===== src/rtl/hilo_mdu.sv =====
// Iterative multiply/divide unit feeding the HI/LO register file write port.
// Optional macro HILO_MDU_DIV0_FAST_EN: divide-by-zero completes straight from start accept.
module hilo_mdu #(
    parameter int WIDTH = 32
) (
    input  logic             clk,
    input  logic             rst_n,
    input  logic             start,
    input  logic [1:0]       op,
    input  logic [WIDTH-1:0] a,
    input  logic [WIDTH-1:0] b,
    input  logic             flush,
    output logic             busy,
    output logic             hilo_we,
    output logic [1:0]       wconfig,
    output logic [WIDTH-1:0] hi_o,
    output logic [WIDTH-1:0] lo_o
);
    localparam int CW = $clog2(WIDTH);

    typedef enum logic [2:0] {IDLE, MUL, DIV_RUN, DIV_FIX, DONE} state_t;

    typedef struct packed {
        logic             sgn;
        logic [WIDTH-1:0] a;
        logic [WIDTH-1:0] b;
    } req_t;

    state_t           state;
    req_t             req;
    logic [CW-1:0]    cnt;
    logic [WIDTH-1:0] rem, quo, dvs;
    logic [WIDTH-1:0] hi_r, lo_r;

    // One multiplier serves both signednesses: sign-extend only for MULT.
    logic [2*WIDTH-1:0] ext_a, ext_b, prod;
    logic [WIDTH:0]     trial;
    logic               a_neg, b_neg, start_sgn, start_div0;
    logic [WIDTH-1:0]   a_mag, b_mag;
    logic               neg_q, neg_r, req_div0;

    always_comb begin
        ext_a = {{WIDTH{req.sgn & req.a[WIDTH-1]}}, req.a};
        ext_b = {{WIDTH{req.sgn & req.b[WIDTH-1]}}, req.b};
        prod  = ext_a * ext_b;
        trial = {rem, quo[WIDTH-1]} - {1'b0, dvs};

        start_sgn  = ~op[0];
        a_neg      = start_sgn & a[WIDTH-1];
        b_neg      = start_sgn & b[WIDTH-1];
        a_mag      = a_neg ? (~a + 1'b1) : a;
        b_mag      = b_neg ? (~b + 1'b1) : b;
        start_div0 = op[1] & (b == '0);

        neg_q    = req.sgn & (req.a[WIDTH-1] ^ req.b[WIDTH-1]);
        neg_r    = req.sgn & req.a[WIDTH-1];
        req_div0 = (req.b == '0);
    end

    assign busy = (state != IDLE);

    always_ff @(posedge clk or negedge rst_n) begin
        if (!rst_n) begin
            state   <= IDLE;
            req     <= '0;
            cnt     <= '0;
            rem     <= '0;
            quo     <= '0;
            dvs     <= '0;
            hi_r    <= '0;
            lo_r    <= '0;
            hilo_we <= 1'b0;
            wconfig <= 2'b00;
            hi_o    <= '0;
            lo_o    <= '0;
        end else begin
            // Strobe follows DONE by one edge; a flush in DONE cannot retract it.
            hilo_we <= (state == DONE);
            wconfig <= {2{state == DONE}};
            if (state == DONE) begin
                hi_o <= hi_r;
                lo_o <= lo_r;
            end

            if (flush) begin
                state <= IDLE;
            end else begin
                case (state)
                    IDLE: begin
                        if (start) begin
                            req <= '{sgn: start_sgn, a: a, b: b};
                            rem <= '0;
                            quo <= a_mag;
                            dvs <= b_mag;
                            cnt <= CW'(WIDTH - 1);
`ifdef HILO_MDU_DIV0_FAST_EN
                            if (start_div0) begin
                                hi_r  <= a;
                                lo_r  <= '1;
                                state <= DONE;
                            end else begin
                                state <= op[1] ? DIV_RUN : MUL;
                            end
`else
                            state <= op[1] ? DIV_RUN : MUL;
`endif
                        end
                    end
                    MUL: begin
                        {hi_r, lo_r} <= prod;
                        state        <= DONE;
                    end
                    DIV_RUN: begin
                        // Restoring step: keep the subtraction only if it did not borrow.
                        if (!trial[WIDTH]) begin
                            rem <= trial[WIDTH-1:0];
                            quo <= {quo[WIDTH-2:0], 1'b1};
                        end else begin
                            rem <= {rem[WIDTH-2:0], quo[WIDTH-1]};
                            quo <= {quo[WIDTH-2:0], 1'b0};
                        end
                        cnt <= cnt - 1'b1;
                        if (cnt == '0)
                            state <= DIV_FIX;
                    end
                    DIV_FIX: begin
                        if (req_div0) begin
                            hi_r <= req.a;
                            lo_r <= '1;
                        end else begin
                            hi_r <= neg_r ? (~rem + 1'b1) : rem;
                            lo_r <= neg_q ? (~quo + 1'b1) : quo;
                        end
                        state <= DONE;
                    end
                    DONE:    state <= IDLE;
                    default: state <= IDLE;
                endcase
            end
        end
    end

`ifndef HILO_MDU_DIV0_FAST_EN
    logic unused_div0;
    assign unused_div0 = start_div0;
`endif

endmodule


===== config.mk =====
export PLATFORM = sky130hd
export DESIGN_NAME = hilo_mdu
export DESIGN_NICKNAME = d
export VERILOG_FILES = /design/src/rtl/hilo_mdu.sv
export SDC_FILE = /design/constraint.sdc
export NUM_CORES = 2
export LEC_CHECK = 0
export BUFFER_PORTS_ARGS = -buffer_cell sky130_fd_sc_hd__buf_2
export CORE_UTILIZATION = 40
export DETAILED_ROUTE_END_ITERATION = 8
export GPL_TIMING_DRIVEN = 0
export PLACE_DENSITY = 0.6
export SLEW_MARGIN = 20
export SYNTH_ARGS = -nofsm -noshare
export SYNTH_HDL_FRONTEND = slang
export SYNTH_SLANG_ARGS = --single-unit
export TNS_END_PERCENT = 20

===== constraint.sdc =====
create_clock -name clk -period 28 [get_ports clk]
set_clock_uncertainty 0.1 [all_clocks]
set_input_delay 8.4 -clock clk [delete_from_list [all_inputs] [get_ports clk]]
set_output_delay 8.4 -clock clk [all_outputs]
set_load 0.005 [all_outputs]

==> results.sh <==
export IMPL_setup_viol=0
export IMPL_core_mm2=0.134
export IMPL_post_cts_setup_buffers=0
export IMPL_numPortBuffers=136
export IMPL_tns_ns=0
export IMPL_cp_num_buf_inv=12
export IMPL_synth_most_common_cell="inv_1"
export IMPL_crit_type="flip-flop to flip-flop"
export IMPL_placed_area_mm2=0.0572
export IMPL_fin_util=0.437
export IMPL_dp_final_hpwl_um=178000
export IMPL_crit_path_frequent_cell="fa_1"
export IMPL_worstRegToRegCells=33
export IMPL_start_kind="flip-flop"
export IMPL_gr_total_overflow=0
export IMPL_synth_ff_type="dfrtp_1"
export IMPL_numClockSinks=297
export IMPL_cts_max_path_buffers=3
export IMPL_fp_dieW_um=370
export IMPL_viasPerCell=5.50
export IMPL_maxCapViolCount=0
export IMPL_syn2layout_area_growth_pct=7.89
export IMPL_dr_pass1_iters=7
export IMPL_synth_area_mm2=0.0542
export IMPL_hold_depth=2
export IMPL_yosys_warnings=0
export IMPL_whs_ns=0.378
export IMPL_syn_nets=7452
export IMPL_nFillCells=13347
export IMPL_relSlewSlack=0.131
export IMPL_syn_avg_cell_area_um2=9.03
export IMPL_synth_area_leader_cell="fa_1"
export IMPL_insertion_delay_ns=0.56
export IMPL_cp_top_family="adder cells"
export IMPL_ctsHoldBuffers=0
export IMPL_drive_above_1_share=0.0538
export IMPL_io_pins=138
export IMPL_drt_iter0_drc=4724
export IMPL_worstReg2RegStart="req[64]"
export IMPL_fmax_ghz=0.0755
export IMPL_synth_edff_count=0
export IMPL_drv_slew=0
export IMPL_synth_seq_cells=297
export IMPL_rsz0062_at_grt="false"
export IMPL_antenna_found_initial=20
export IMPL_path_max_fanout=10
export IMPL_required_ns=28.30
export IMPL_die_height_um=370
export IMPL_grt_pass1_wl_um=314000
export IMPL_worstHoldStart="lo_r[20]"
export IMPL_min_delay_path_class="flip-flop to flip-flop"
export IMPL_cts_root_buf="clkbuf_16"
export IMPL_avgRoutedWirePerCell_um=27.1
export IMPL_r2r_setup_slack_ns=14.76
export IMPL_synth_commonest_cells="inv_1, fa_1, nand2_1"
export IMPL_syn_inst=6005
export IMPL_cts_tree="yes"
export IMPL_hold_path_endpoint="lo_r[20]"
export IMPL_cp_end_kind="flip-flop"
export IMPL_post_synth_num_cell_types=79
export IMPL_rows=134
export IMPL_fin_crit_sh=0.473
export IMPL_ctsResizeCount=0
export IMPL_grt_pass1_vias=44958
export IMPL_drc_errors=0
export IMPL_wl_um=216000
export IMPL_gp_congestion=1.05
export IMPL_r2r_end="hi_r[31]"
export IMPL_cpPeakStageDelay_ns=0.95
export IMPL_worst_pin_slew_ns=1.30
export IMPL_start_util=0.405
export IMPL_synth_top_area_share=0.416
export IMPL_ys_async_sr_fraction=1.00
export IMPL_antenna_left=0
export IMPL_grt_start_max_net_pins=93
export IMPL_fin_nets=7629
export IMPL_vias=43881
export IMPL_status="complete, no violations"
export IMPL_cts_max_level=2
export IMPL_hold_violations=0
export IMPL_synth_seq_area_share=0.137
export IMPL_numCtsBuffers=34
export IMPL_netlist_top_cells_area="fa_1, dfrtp_1, inv_1"
export IMPL_stdcell_area_mm2=0.0585
export IMPL_track_usage=0.321
export IMPL_die_area_mm2=0.137
export IMPL_period_needed_ns=13.24
export IMPL_slowest_stage="clkbuf_1"
export IMPL_path_clk_slew_ns=0.06
export IMPL_arrival_ns=13.53
-- stage by stage --
stage	instances	worst slack (ns)
floorplan	6005	17.05
global placement	7909	12.53
detailed placement	7913	14.75
CTS	7972	14.69
global route	7974	14.29
finish	7981	14.76
-- area by class of cell --
type                            count  area (um2)  area share
Sequential cell                   297        7430       0.127
Multi-Input combinational cell   4147       40900       0.699
Tap cell                         1768        2210      0.0378
Clock buffer                       45         973      0.0166
Inverter                         1189        4460      0.0763
Timing Repair Buffer              141         796      0.0136
Buffer                            372        1470      0.0251
Antenna cell                        8        20.0    0.000342
Clock inverter                     14         220     0.00376
-- worst reg2reg max path: cells and delay by family (launching register included) --
kind | cells | cell delay (ns)
AND/OR/NAND/NOR | 5 | 1.77
XOR/XNOR | 1 | 0.18
flip-flops | 1 | 0.32
buffers and inverters | 12 | 4.03
AO/OA/AOI/OAI | 6 | 1.94
adder cells (fa/ha/maj) | 9 | 4.72
-- placed cells by master, fill, tap and decap left out, types with 35 or more instances in the layout --
cell type | netlist | layout
inv_1 | 1189 | 1189
fa_1 | 1126 | 1125
nand2_1 | 1071 | 1071
and2_1 | 351 | 351
clkbuf_1 | 353 | 338
dfrtp_1 | 297 | 297
ha_1 | 251 | 251
o21ai_0 | 229 | 229
a21oi_1 | 163 | 163
nor2_1 | 149 | 147
buf_2 | 3 | 138
xnor2_1 | 134 | 134
xor2_1 | 88 | 88
mux2_2 | 65 | 65
a21o_1 | 42 | 42
a211oi_1 | 38 | 37
o22ai_1 | 35 | 35
clkbuf_16 | 0 | 35
-- sequential cells by signal, indices dropped and copies added, names as in the netlist, 5 cells and up --
register,cells
ext_a,32
ext_b,32
hi_o,32
hi_r,32
lo_o,32
lo_r,32
quo,32
rem,32
dvs,31
cnt,5
-- cells by family (layout without fill, tap and decap cells) --
logic type / count (synthesis) / in the layout / share of synthesized area
buffers and inverters: 1561 / 1761 / 0.109
and+or+nand+nor: 1772 / 1772 / 0.148
AOI/OAI and AO/OA: 681 / 681 / 0.0769
xor gates and xnor gates: 223 / 223 / 0.0362
other: 0 / 8 / 0
adders and majority gates: 1377 / 1377 / 0.474
DFF: 297 / 297 / 0.137
muxes: 94 / 94 / 0.0189
-- worst max path at each step --
stage | from | end | slack (ns) | depth (start not counted)
finish | req[64] | hi_r[31] | 14.76 | 33
global route | req[64] | hi_r[31] | 14.29 | 33
CTS | req[64] | hi_r[31] | 14.69 | 33
detailed placement | req[64] | hi_r[31] | 14.75 | 33
global placement | rst_n | hi_o[25] | 12.53 | 1
floorplan | b[12] | dvs[30] | 17.05 | 9
-- routing by layer --
metal	wire, um	vias to the layer above	GRT usage
met5	184	-	0.00734
met4	15400	8	0.180
met3	22100	493	0.0818
met2	91500	2327	0.470
met1	86900	22568	0.431
li1	-	18485	-
Power is left out: the tool's default activity adds up to more than one toggle a clock period on the data nets, which glitch-free logic cannot reach.
